<file path="src/rtl/xyz_log_pkg.sv">
// Shared types and constants for the xyz change logger.
// Record layout is {ts, old_xyz, new_xyz}, timestamp in the MSBs.
package xyz_log_pkg;

    localparam int TS_W_DEF = 16;
    localparam int OVF_W    = 8;

    typedef logic [2:0] xyz_t;

    // Default-width record; modules with another TS_W declare a local
    // struct of identical shape.
    typedef struct packed {
        logic [TS_W_DEF-1:0] ts;
        xyz_t                old_xyz;
        xyz_t                new_xyz;
    } ev_rec_t;

endpackage

</file>
<file path="src/rtl/xyz_change_logger_if.sv">
// Event stream handshake between the logger and its consumer.
// master drives valid/data/level, slave returns ready.
interface xyz_change_logger_if #(
    parameter int DEPTH = 8,
    parameter int TS_W  = 16
);
    logic                     ev_valid;
    logic                     ev_ready;
    logic [TS_W+5:0]          ev_data;
    logic [$clog2(DEPTH):0]   ev_level;

    modport master (
        output ev_valid,
        output ev_data,
        output ev_level,
        input  ev_ready
    );

    modport slave (
        input  ev_valid,
        input  ev_data,
        input  ev_level,
        output ev_ready
    );
endinterface

</file>
<file path="src/rtl/xyz_change_logger_fifo.sv">
// Synchronous FIFO with occupancy count and async active-high reset.
// Head data reads 0 while empty so the output is defined after reset.
module sync_fifo #(
    parameter int DEPTH = 8,
    parameter int WIDTH = 8
) (
    input  logic                   clk,
    input  logic                   rst,
    input  logic                   i_push,
    input  logic                   i_pop,
    input  logic [WIDTH-1:0]       i_wdata,
    output logic [WIDTH-1:0]       o_rdata,
    output logic                   o_full,
    output logic                   o_empty,
    output logic [$clog2(DEPTH):0] o_level
);
    localparam int AW = $clog2(DEPTH);
    localparam logic [AW:0] FULL_LVL = (AW+1)'(DEPTH);

    logic [WIDTH-1:0] r_mem [DEPTH];
    logic [AW-1:0]    r_wr;
    logic [AW-1:0]    r_rd;
    logic [AW:0]      r_level;
    logic             w_pop;
    logic             w_push;

    assign o_empty = (r_level == '0);
    assign o_full  = (r_level == FULL_LVL);
    assign o_level = r_level;
    assign o_rdata = o_empty ? '0 : r_mem[r_rd];

    // A pop frees a slot, so a full FIFO still accepts a concurrent push.
    assign w_pop  = i_pop && !o_empty;
    assign w_push = i_push && (!o_full || w_pop);

    // Storage array, written only on an accepted push.
    always_ff @(posedge clk) begin
        if (w_push) begin
            r_mem[r_wr] <= i_wdata;
        end
    end

    // Pointers and occupancy; pointers wrap since DEPTH is a power of two.
    always_ff @(posedge clk or posedge rst) begin
        if (rst) begin
            r_wr    <= '0;
            r_rd    <= '0;
            r_level <= '0;
        end else begin
            if (w_push) begin
                r_wr <= r_wr + 1'b1;
            end
            if (w_pop) begin
                r_rd <= r_rd + 1'b1;
            end
            if (w_push && !w_pop) begin
                r_level <= r_level + 1'b1;
            end else if (w_pop && !w_push) begin
                r_level <= r_level - 1'b1;
            end
        end
    end

endmodule

</file>
<file path="src/rtl/xyz_change_logger.sv">
// Samples {x,y,z}, logs each change as a timestamped record into a
// FIFO and counts records lost to a full FIFO.
module xyz_change_logger
    import xyz_log_pkg::*;
#(
    parameter int DEPTH = 8,
    parameter int TS_W  = TS_W_DEF
) (
    input  logic             clk,
    input  logic             rst,
    input  logic             en,
    input  logic             x,
    input  logic             y,
    input  logic             z,
    input  logic             clr_ovf,
    xyz_change_logger_if.master ev,
    output logic [OVF_W-1:0] ovf_cnt,
    output logic             ovf_sticky
);
    typedef struct packed {
        logic [TS_W-1:0] ts;
        xyz_t            old_xyz;
        xyz_t            new_xyz;
    } rec_t;

    logic [TS_W-1:0]        r_ts;
    xyz_t                   r_prev;
    logic                   r_base_vld;
    bit   [2:0]             w_xyz;
    logic                   w_chg;
    logic                   w_pop;
    logic                   w_full;
    logic                   w_empty;
    logic                   w_drop;
    rec_t                   w_rec;
    logic [TS_W+5:0]        w_rdata;
    logic [$clog2(DEPTH):0] w_level;

    // Two-state view of the inputs: X/Z compare as 0.
    assign w_xyz = {x, y, z};

    assign w_chg = en && r_base_vld && (xyz_t'(w_xyz) != r_prev);

    assign w_rec = '{ts: r_ts, old_xyz: r_prev, new_xyz: xyz_t'(w_xyz)};

    assign w_pop  = ev.ev_ready && !w_empty;
    assign w_drop = w_chg && w_full && !w_pop;

    assign ev.ev_valid = !w_empty;
    assign ev.ev_data  = w_rdata;
    assign ev.ev_level = w_level;

    sync_fifo #(
        .DEPTH (DEPTH),
        .WIDTH (TS_W + 6)
    ) u_fifo (
        .clk     (clk),
        .rst     (rst),
        .i_push  (w_chg),
        .i_pop   (ev.ev_ready),
        .i_wdata (w_rec),
        .o_rdata (w_rdata),
        .o_full  (w_full),
        .o_empty (w_empty),
        .o_level (w_level)
    );

    // Free-running timestamp, wraps modulo 2^TS_W.
    always_ff @(posedge clk or posedge rst) begin
        if (rst) begin
            r_ts <= '0;
        end else begin
            r_ts <= r_ts + 1'b1;
        end
    end

    // Baseline learn on first enabled sample, then track every change.
    always_ff @(posedge clk or posedge rst) begin
        if (rst) begin
            r_prev     <= '0;
            r_base_vld <= 1'b0;
        end else if (en && !r_base_vld) begin
            r_prev     <= xyz_t'(w_xyz);
            r_base_vld <= 1'b1;
        end else if (w_chg) begin
            r_prev <= xyz_t'(w_xyz);
        end
    end

    // Drop accounting; a clear in the same cycle as a drop wins.
    always_ff @(posedge clk or posedge rst) begin
        if (rst) begin
            ovf_cnt    <= '0;
            ovf_sticky <= 1'b0;
        end else if (clr_ovf) begin
            ovf_cnt    <= '0;
            ovf_sticky <= 1'b0;
        end else if (w_drop) begin
            if (ovf_cnt != '1) begin
                ovf_cnt <= ovf_cnt + 1'b1;
            end
            ovf_sticky <= 1'b1;
        end
    end

endmodule

</file>
<file path="src/flat_wrapper.sv">
// flat-port wrapper written by rule: the top's interface ports become plain ports
module xyz_change_logger_flat import xyz_log_pkg::*;
#(
    parameter int DEPTH = 8,
    parameter int TS_W  = TS_W_DEF
)
  (clk, rst, en, x, y, z, clr_ovf, ovf_cnt, ovf_sticky, ev_ev_valid, ev_ev_data, ev_ev_level, ev_ev_ready);
  xyz_change_logger_if #(.DEPTH(DEPTH), .TS_W(TS_W)) ev_i ();
  input  logic clk;
  input  logic rst;
  input  logic en;
  input  logic x;
  input  logic y;
  input  logic z;
  input  logic clr_ovf;
  output logic [OVF_W-1:0] ovf_cnt;
  output logic ovf_sticky;
  output wire logic [$bits(ev_i.ev_valid)-1:0] ev_ev_valid;
  output wire logic [$bits(ev_i.ev_data)-1:0] ev_ev_data;
  output wire logic [$bits(ev_i.ev_level)-1:0] ev_ev_level;
  input wire logic [$bits(ev_i.ev_ready)-1:0] ev_ev_ready;
  assign ev_ev_valid = ev_i.ev_valid;
  assign ev_ev_data = ev_i.ev_data;
  assign ev_ev_level = ev_i.ev_level;
  assign ev_i.ev_ready = ev_ev_ready;
  xyz_change_logger #(.DEPTH(DEPTH), .TS_W(TS_W)) u_core (.clk(clk), .rst(rst), .en(en), .x(x), .y(y), .z(z), .clr_ovf(clr_ovf), .ev(ev_i), .ovf_cnt(ovf_cnt), .ovf_sticky(ovf_sticky));
endmodule
</file>
<file path="config.mk">
export PLATFORM = sky130hd
export DESIGN_NAME = xyz_change_logger_flat
export DESIGN_NICKNAME = d
export VERILOG_FILES = /design/src/rtl/xyz_log_pkg.sv /design/src/rtl/xyz_change_logger_if.sv /design/src/rtl/xyz_change_logger_fifo.sv /design/src/rtl/xyz_change_logger.sv /design/src/flat_wrapper.sv
export SDC_FILE = /design/constraint.sdc
export NUM_CORES = 1
export LEC_CHECK = 0
export BUFFER_PORTS_ARGS = -buffer_cell sky130_fd_sc_hd__buf_2
export CORE_MARGIN = 2
export CORE_UTILIZATION = 60
export DETAILED_ROUTE_END_ITERATION = 8
export GPL_TIMING_DRIVEN = 1
export MAX_ROUTING_LAYER = met4
export PLACE_DENSITY = 0.78
export SETUP_SLACK_MARGIN = 0.3
export SLEW_MARGIN = 30
export SYNTH_ARGS = -nofsm -noshare
export SYNTH_HDL_FRONTEND = slang
export SYNTH_SLANG_ARGS = --single-unit
</file>
<file path="constraint.sdc">
create_clock -name clk -period 4.35 [get_ports clk]
set_input_delay 0.435 -clock clk [delete_from_list [all_inputs] [get_ports clk]]
set_output_delay 0.435 -clock clk [all_outputs]
set_load 0.05 [all_outputs]
</file>
## Word-level counts from Yosys, hierarchy flattened

Memory sizes are Yosys's and may differ from the RTL's.
Index checks and enable logic that the tools add are counted.

- Register bits after elaboration: 39
- Bits in latches: 0
- Bits in writable memories: 176
- ROM bits: 0
- Input port bits: 8
- Output and inout port bits: 36
- Logic and storage cells: 51
- Memories kept: 1

Memories:

| name | depth | bits a word | read ports | clocked after Yosys merged registers in | wr ports | line | RTL |
|---|---|---|---|---|---|---|---|
| u_core.u_fifo.r_mem | 8 | 22 | 1 | 0 | 1 | xyz_change_logger_fifo.sv:20 | `logic [WIDTH-1:0] r_mem [DEPTH];` |

- $add $sub $neg: 6
- $mul: 0
- Div/mod/pow operators: 0
- $lt $le $gt $ge: 0
- Equal/unequal tests: 3
- Shift operators: 0
- Muxes and demuxes: 12
- Bitwise gates (word level): 0
- Reduce and logical (&&, ||, !) cells: 21

Operator list:

| operator | count |
|---|---|
| $mux 8 | 3 |
| $mux 22 | 1 |
| $add 16x1->16 const B | 1 |
| $logic_and 1x1->1 | 9 |
| $add 8x1->8 const B | 1 |
| $mux 4 | 2 |
| $ne 8x8->1 const B | 1 |
| $reduce_bool 2->1 | 4 |
| $add 3x1->3 const B | 2 |
| $mux 3 | 2 |
| $logic_not 1->1 | 5 |
| $add 4x1->4 const B | 1 |
| $eq 4x4->1 const B | 1 |
| $logic_not 4->1 | 1 |
| $mux 1 | 4 |
| $sub 4x1->4 const B | 1 |
| $ne 3x3->1 | 1 |
| $reduce_and 2->1 | 1 |
| $logic_or 1x1->1 | 1 |

## Longest topological paths before layout

Gate-level depths: netlist of the first run.

- Word-level depth: 9
- Mapped depth: 11

## Cells and area by module

Synthesis of the first run repeated with hierarchy kept, for this count alone.

- Cell total of the unflattened synthesis: 434
- Area total of the unflattened synthesis: 8535.7 µm²

Modules (own cells, without submodules):

| module | times used | cells each | area an instance (µm²) | sequential area each (µm²) |
|---|---|---|---|---|
| sync_fifo | 1 | 321 | 7226.9 | 5535.3 |
| xyz_change_logger | 1 | 113 | 1308.8 | 725.7 |

## Worst setup path after synthesis of the first run

OpenSTA, ideal clock, no wires.

- Path kind: register to register
- Start: register u_core.u_fifo.r_level[0] (netlist: u_core.u_fifo.o_level[0])
- End: memory u_core.u_fifo.r_mem[0][0] (netlist name), enable pin
- Setup time: 0.429 ns
- Data arrival time: 2.936 ns
- Required time: 3.921 ns
- Setup slack: 0.985 ns
- Stages on the path, launching flop included: 4
- Path buffers: 0
- Clock period less this slack: 3.365 ns
- Cell sequence: dfrtp_1 nor4_1 or3_1 nor3_1

- Word-level cells in the longest chain between the ends: 7
- Elaborated cells on any way between the ends: 9
- Those cells by class: 1 x eq/ne; 2 x mux; 6 x reduce/logical

Ends and longest elaborated chain:

| element | line | RTL |
|---|---|---|
| start, declared | xyz_change_logger_fifo.sv:23 | `logic [AW:0] r_level;` |
| start signal, assigned | xyz_change_logger_fifo.sv:57 | `r_level <= r_level + 1'b1;` |
| start signal, assigned | xyz_change_logger_fifo.sv:59 | `r_level <= r_level - 1'b1;` |
| $logic_not 4->1 | xyz_change_logger_fifo.sv:27 | `assign o_empty = (r_level == '0);` |
| $logic_not 1->1 | xyz_change_logger_fifo.sv:33 | `assign w_pop = i_pop && !o_empty;` |
| $logic_and 1x1->1 | xyz_change_logger_fifo.sv:33 |  |
| $logic_or 1x1->1 * | xyz_change_logger_fifo.sv:34 | `assign w_push = i_push && (!o_full \|\| w_pop);` |
| $logic_and 1x1->1 * | xyz_change_logger_fifo.sv:34 |  |
| $mux 1 * | xyz_change_logger_fifo.sv:38 | `if (w_push) begin` |
| $mux 1 (not written as such) * | xyz_change_logger_fifo.sv:39 | `r_mem[r_wr] <= i_wdata;` |
| end, declared | xyz_change_logger_fifo.sv:20 |  |

Mark *: on every way between the ends. The rest lies on a longest branch, timed or not.

## Final worst setup path of the first run

- Start: register u_core.u_fifo.r_rd[0]
- End: output ev_ev_data[19]

- Word-level cells in the longest chain between the ends: 2

Ends and longest elaborated chain:

| element | line | RTL |
|---|---|---|
| start, declared | xyz_change_logger_fifo.sv:22 | `logic [AW-1:0] r_rd;` |
| start signal, assigned | xyz_change_logger_fifo.sv:54 | `r_rd <= r_rd + 1'b1;` |
| $mem_v2 8x22 | -- |  |
| $mux 22 | xyz_change_logger_fifo.sv:30 | `assign o_rdata = o_empty ? '0 : r_mem[r_rd];` |
| end, declared | flat_wrapper.sv:19 | `output wire logic [$bits(ev_i.ev_data)-1:0] ev_ev_data;` |

Every way passes these cells.

==> results of run 1 <==
[through the flow]
stage          worst slack (ps)  power [W]  utilization [%]  instance area [um2]
2_1_floorplan               985    0.00433                -                 8590
3_3_place_gp               1530    0.00482             65.2                 9090
3_5_place_dp               1330    0.00487             65.2                 9090
4_1_cts                    1320    0.00655             69.8                 9730
5_1_grt                    1200    0.00676             69.8                 9730
6_report                   1380    0.00649             69.8                 9730
[final cells by class]
class / count / share of cell area, %
sequential: 215 / 64.4
timing repair buffer: 58 / 3.37
clock inverter: 5 / 0.476
tap: 180 / 2.31
clock buffer: 31 / 6.10
inverter: 4 / 0.154
multi-input combinational: 220 / 23.2
[registers in the layout, summed over array words and instances (netlist names)]
register	count
u_core.ovf_cnt	8
u_core.ovf_sticky	1
u_core.r_base_vld	1
u_core.r_prev	3
u_core.r_ts	16
u_core.u_fifo.o_level	4
u_core.u_fifo.r_mem	176
u_core.u_fifo.r_rd	3
u_core.u_fifo.r_wr	3
[how the worst max path moves through the flow]
stage | slack [ps] | to | cells after the start
3_5_place_dp | 1330 | u_core.u_fifo.o_level[3] | 11
6_report | 1380 | ev_ev_data[19] | 5
4_1_cts | 1320 | ev_ev_data[19] | 5
3_3_place_gp | 1530 | u_core.u_fifo.o_level[3] | 11
5_1_grt | 1200 | ev_ev_data[20] | 5
2_1_floorplan | 990 | u_core.u_fifo.r_mem[0][0] | 3
[cell usage in the layout, fill, tap and decap left out, types with 3 or more instances in the layout]
| master | count |
|---|---|
| nor2_1 | 36 |
| clkbuf_1 | 7 |
| nand2_1 | 9 |
| nor2b_1 | 6 |
| inv_1 | 3 |
| nor2_2 | 6 |
| buf_4 | 15 |
| ha_1 | 7 |
| mux4_2 | 44 |
| buf_2 | 43 |
| edfxtp_1 | 176 |
| xor2_1 | 11 |
| nor4_1 | 6 |
| mux2i_1 | 23 |
| clkbuf_16 | 21 |
| xnor2_1 | 12 |
| nand3_1 | 9 |
| and4_1 | 3 |
| nand2b_1 | 3 |
| mux2_2 | 11 |
| clkinv_1 | 3 |
| clkbuf_8 | 3 |
| a21oi_1 | 4 |
| dfrtp_1 | 37 |
| nand4_1 | 8 |
[tightest hold or removal path, delay by kind of cell]
family	cells	cell delay (ps)
buffers and inverters	3	570
[routing by layer]
layer	vias up	GRT usage, %	wire length, um
li1	1926	-	-
met5	-	-	0
met4	0	7.74	420
met3	33	4.44	1030
met1	2196	29.9	6550
met2	156	34.8	7710
[cells in the mapped netlist, types with 2 or more instances]
master / n
edfxtp_1: 176
mux4_2: 44
nor2_1: 42
dfrtp_1: 39
mux2i_1: 23
xnor2_1: 12
mux2_2: 11
xor2_1: 11
clkbuf_1: 10
nand2_1: 9
nand3_1: 9
nand4_1: 8
ha_1: 7
nor4_1: 7
buf_2: 6
nor2b_1: 6
a21oi_1: 4
nor3_1: 4
and4_1: 3
buf_1: 3
inv_1: 3
nand2b_1: 3
and3_1: 2
o21ai_0: 2
o31ai_1: 2
[power breakdown]
| part | internal [W] | switching (W) | leakage (nW) | total (W) |
|---|---|---|---|---|
| Clock | 0.000996 | 0.000684 | 0.311 | 0.00168 |
| Sequential | 0.00246 | 0.000202 | 2.24 | 0.00267 |
| Combinational | 0.000754 | 0.00139 | 1.12 | 0.00215 |
| Total | 0.00421 | 0.00228 | 3.67 | 0.00649 |
[cell families (layout without fill, tap and decap cells)]
kind of cell / count (synthesis) / count (layout) / share of synthesized area (%)
XOR/XNOR: 23 / 23 / 2.34
multiplexers: 79 / 79 / 15.8
buffers and inverters: 24 / 98 / 1.22
adder cells (fa/ha/maj): 8 / 8 / 1.25
AND/OR/NAND/NOR: 99 / 99 / 5.71
flip-flops: 215 / 215 / 72.9
AO/OA/AOI/OAI: 11 / 11 / 0.830
==> metrics.txt, run 1 <==
largest net degree at the start of global routing 40; initial core utilization 61.7%; clock sinks 215; Synth cell types 38; die area 15300 um2; initial antenna violation count 0; Pwr Density 668 nW/um2; syn_area_per_cell 18.7 um2; status complete, no violations; number of global-route vias before repair 4377; clock latency on the worst-skew pair 480 ps; Top delay family on crit path multiplexers; hold buffers post-CTS 0; CP endpoint kind output port; fin crit period 2970 ps; Required @ worst endpoint 3910 ps; via count 4311; number of I/O port buffers 43; Synth Net Count 475; post-synthesis sequential area ratio 72.9%; fill count 829; Synth Cell Area 8590 um2; worst hold slack 78.4 ps; top cells by area, synth edfxtp_1, mux4_2, dfrtp_1; share of cells above drive strength 1 28.9%; CTS resizes 0; die height 124 um; DRT antenna net count 0; Setup crit start u_core.u_fifo.r_rd[0]; EDFF count, synth 176; WP buf/inv 2; Max clock buf depth 3; first-pass GRT wire length 24.2 mm; slowest stage delay, CP 580 ps; Slew headroom 39.6%; part of the cycle the worst path needs 68.2%; # Post-CTS Setup Buffers 0; Worst IR Drop VDD 0.000561 V; gr ovfl total 0; fmax 337 MHz; Non-Filler Instances 713; leakage power 3.67 nW; Final Hold Viols 0; async set-reset flop share out of synthesis 18.1%; CP Class reg -> out; DRC Markers 0; I/O Pins 44; Multi-input gate area 2260 um2; H-tree depth 1; setup TNS 0 ps; Hold Path Class in -> async; core area 13900 um2; unrepaired setup endpoints after global routing no; detailed router's first-iteration violation count 320; Synth top area share 61.5%; Tot GR Track Use 22.3%; diode count 0; CP max FO 22; # nets final 535; row count 43; TritonCTS Buffers 20; Critical Path, Cell by Cell buf_4, mux4_2, mux2i_1, nor2_1, buf_2; Area growth syn-to-layout 13.2%; synth warn 0; Fin Clk Skew 13.9 ps; max-slew violations 0; gpl congestion 0.820; R2R setup slack 1410 ps; CTS tree done; FF/Latch Area 6260 um2; CP max-delay cell mux4_2; vias per inst 6.05; worst r2r src u_core.u_fifo.o_level[0]; Main synth FF type edfxtp_1; reg2reg end u_core.u_fifo.o_level[3]; dpl hpwl 8.88 mm; DRT Pass-1 Iters 5; Routed WL 15.7 mm; CTS Root Cell clkbuf_16; Die Width 124 um; #FFs+latches synth 215; leading area contributor after synthesis edfxtp_1; Reg clk slew, reported paths 60 ps; r2r worst-path depth 9; Final Setup Violations 0; Setup crit start kind flop; Worst EP arrival 2530 ps; Mapped Cells 459; Cell Count Post-Placement 677; Slew @ Worst Pin 897 ps; DR WL/cell 22.0 um; Max-Cap Viols 0
Note: power is estimated with default switching activity, not from simulation.
==> run 2, diff against run 1 <==
- ABC_AREA: unset -> 1
- clock period: 4.35 -> 3.1 ns (I/O delays scaled with it)
==> run 2 against run 1 <==
First-iteration DRC count up 100%. Register-to-register slack worse by 890 ps. Utilization decreased by 0.22 points. Flip-flop and latch count did not move. Sequential share of layout area decreased by 2.9 points. Largest power group is now combinational logic. Clock-buffer cell count is the same. Global-route usage is 4.4 points higher.
==> metrics.txt, run 2 <==
DRT Pass-1 Iters 7 (was 5); r2r worst-path depth 16 (was 9); Reg with most FFs u_core.u_fifo.r_mem (unchanged); Clock Power Share 24.3% (was 25.9%); number of global-route vias before repair 6139 (was 4377); clock latency on the worst-skew pair 480 ps (about the same); reg2reg end u_core.u_fifo.o_level[3] (unchanged); H-tree depth 1 (unchanged); EDFF count, synth 176 (unchanged); Final Power 0.0102 W (was 0.00649 W); CTS Root Cell clkbuf_16 (unchanged); worst hold slack 95.5 ps (was 78.4 ps); TritonCTS Buffers 21 (was 20); diode count 0 (unchanged); CP max-delay cell dfrtp_2 (was mux4_2); # Post-CTS Setup Buffers 0 (unchanged); status complete, no violations (unchanged); via count 6206 (was 4311); leakage power 3.88 nW (was 3.67 nW); leading area contributor after synthesis edfxtp_1 (unchanged); setup slack after layout 494 ps (was 1380 ps); CP max FO 54 (was 22); CTS tree done (unchanged); Final Setup Violations 0 (unchanged); Area growth syn-to-layout 12.4% (was 13.2%); Fin Clk Skew 9.92 ps (was 13.9 ps); fmax 384 MHz; Max clock buf depth 3 (unchanged); Setup crit start kind flop (unchanged); # nets final 861 (was 535); Setup WS pre-CTS 514 ps (was 1330 ps); most frequent cell after synthesis nor2_1 (was edfxtp_1); dpl hpwl 12.3 mm (was 8.88 mm); Synth Net Count 812 (was 475); post-synthesis sequential area ratio 69.1% (was 72.9%); I/O Pins 44 (unchanged); #FFs+latches synth 215 (unchanged); core area 14600 um2 (was 13900 um2); most common cell after layout, fill and taps aside nor2_1 (was edfxtp_1); DRT antenna net count 0 (unchanged); Synth top area share 58.3% (was 61.5%); Critical Path, Cell by Cell inv_6, buf_12, o21ai_0, o22ai_1, nor2_1, nor2_1, buf_2 (was buf_4, mux4_2, mux2i_1, nor2_1, buf_2); Slew @ Worst Pin 777 ps (was 897 ps); switch share 41.4% (was 35.1%); gpl congestion 0.847 (was 0.820); Worst EP arrival 2300 ps (was 2530 ps); Pwr Density 1000 nW/um2 (was 668 nW/um2); slowest stage delay, CP 460 ps (was 580 ps); Die Width 127 um (was 124 um); Tot GR Track Use 26.6% (was 22.3%); power share of the combinational group 38.6% (was 33.1%); CP Class reg -> out (unchanged); Largest regs u_core.u_fifo.r_mem: 176 flops, u_core.r_ts: 16 flops, u_core.ovf_cnt: 8 flops (unchanged); setup TNS 0 ps (unchanged); CP most frequent cell nor2_1; row count 44 (was 43); detailed router's first-iteration violation count 645 (was 320); unrepaired setup endpoints after global routing no (unchanged); max reg flops 176 (unchanged); Hold Path Class in -> reg (was in -> async); first-pass GRT wire length 32.5 mm (was 24.2 mm); Top delay family on crit path buffers and inverters (was multiplexers); R2R setup slack 520 ps (was 1410 ps); Worst IR Drop VDD 0.000692 V (was 0.000561 V); Max-Cap Viols 0 (unchanged); fin crit period 2610 ps; Synth Cell Area 9060 um2 (was 8590 um2); worst r2r src u_core.r_prev[2] (was u_core.u_fifo.o_level[0]); max-slew violations 0 (unchanged); Area after DPL 9490 um2 (was 9090 um2); die area 16100 um2 (was 15300 um2); top cells by area, synth edfxtp_1, dfrtp_1, nor2_1 (was edfxtp_1, mux4_2, dfrtp_1); number of I/O port buffers 43 (unchanged); Final Hold Viols 0 (unchanged); vias per inst 5.95 (was 6.05); Main synth FF type edfxtp_1 (unchanged); part of the cycle the worst path needs 84.1%; Required @ worst endpoint 2790 ps (was 3910 ps); Mapped Cells 796 (was 459); worst hold path endpoint u_core.r_base_vld; largest net degree at the start of global routing 90 (was 40); DR WL/cell 19.3 um (was 22.0 um); Sw Pwr 0.00422 W (was 0.00228 W); share of cells above drive strength 1 13.9% (was 28.9%); top cells by count, synth nor2_1, edfxtp_1, o21ai_0, nand2_1 (was edfxtp_1, mux4_2, nor2_1, dfrtp_1, mux2i_1); initial antenna violation count 0 (unchanged); Hold Startpoint en; WP buf/inv 3 (was 2); CP endpoint kind output port (unchanged); internal power 0.00598 W (was 0.00421 W); die height 127 um (was 124 um); Routed WL 20.2 mm (was 15.7 mm); syn_area_per_cell 11.4 um2 (was 18.7 um2); power share of the sequential group 37.1% (was 41.1%); clock sinks 215 (unchanged); synth warn 0 (unchanged); Reg clk slew, reported paths 70 ps (was 60 ps); initial core utilization 61.9% (was 61.7%); DRC Markers 0 (unchanged); cell area after layout 10200 um2 (was 9730 um2); Slew headroom 48.2% (was 39.6%); async set-reset flop share out of synthesis 18.1% (unchanged); Synth cell types 33 (was 38); most frequent cells in the layout nor2_1, edfxtp_1, o21ai_0 (was edfxtp_1, mux4_2, buf_2); gr ovfl total 0 (unchanged); WHS Path Cells 3
## run 2: cell count changes in the layout (fill, tap and decap cells not counted), sizes merged, moves of 12 or more
cell and change:
inv +37, nand3 +20, mux2i -23, nand2 +89
mux2 -12, o21ai +97, mux4 -44, nor2 +148
o22ai +22, o211ai +22
## run 2: repair_timing
item,4_1_cts,5_1_grt
endpoints found under the setup margin,22,5
hold endpoints to repair,18,0
cloned,1,0
hold buffers,1,0
gates resized for setup,3,1
## run 2: logic make-up (layout without fill, tap and decap cells)
group / count (synthesis) / after routing / synth area share, %
XOR/XNOR: 18 / 18 / 1.74
flip-flops: 215 / 215 / 69.1
AND/OR/NAND/NOR: 326 / 326 / 14.6
buffers and inverters: 80 / 143 / 4.22
adder cells (fa/ha/maj): 8 / 8 / 1.19
AO/OA/AOI/OAI: 149 / 149 / 9.18
## run 2: final cells by class
type,count,area [um2]
clock inverters,6,57.6
multi-input cells,501,2440
repair inverters,1,7.51
clock buffers,31,623
fillers,1005,4450
flip-flops and latches,215,6260
repair buffers,62,398
inverters,43,170
well taps,184,230
## run 2: how the worst max path moves through the flow
stage                        startpoint                         to  slack [ps]  cells after the start
3_5_place_dp           u_core.r_prev[1]  u_core.u_fifo.r_mem[0][5]         510                      9
2_1_floorplan  u_core.u_fifo.o_level[1]  u_core.u_fifo.r_mem[0][0]         510                      6
5_1_grt                u_core.r_prev[1]   u_core.u_fifo.o_level[3]         310                     16
4_1_cts           u_core.u_fifo.r_rd[0]             ev_ev_data[12]         380                      7
6_report          u_core.u_fifo.r_rd[0]              ev_ev_data[2]         490                      7
3_3_place_gp           u_core.r_prev[1]  u_core.u_fifo.r_mem[0][0]         640                      9
## run 2: routing by layer
layer | vias up | part of all wire [%] | GRT usage (%)
li1 | 2860 | - | -
met1 | 3021 | 40 | 34.4
met2 | 276 | 51 | 45.3
met3 | 49 | 6.4 | 2.87
met4 | 0 | 2.5 | 7.82
met5 | - | 0 | -
## run 2: power groups by stage
stage          logic [W]  registers (W)  clock network (W)
2_1_floorplan    0.00298        0.00380                  0
3_3_place_gp     0.00383        0.00380                  0
3_5_place_dp     0.00390        0.00383                  0
4_1_cts          0.00395        0.00378            0.00251
5_1_grt          0.00428        0.00383            0.00263
6_report         0.00394        0.00379            0.00248
## run 2: through the flow
stage / std cells / utilization, %
final: 1043 / 69.6
after global routing: 1043 / 69.6
after CTS: 1043 / 69.6
after detailed placement: 1004 / 64.8
after global placement: 1004 / 64.8
after floorplan: 796 / -
## run 2: worst min-delay path, stage by stage
cell and delay, ps:
buf_2 100, nand2_1 70, nand2_1 60
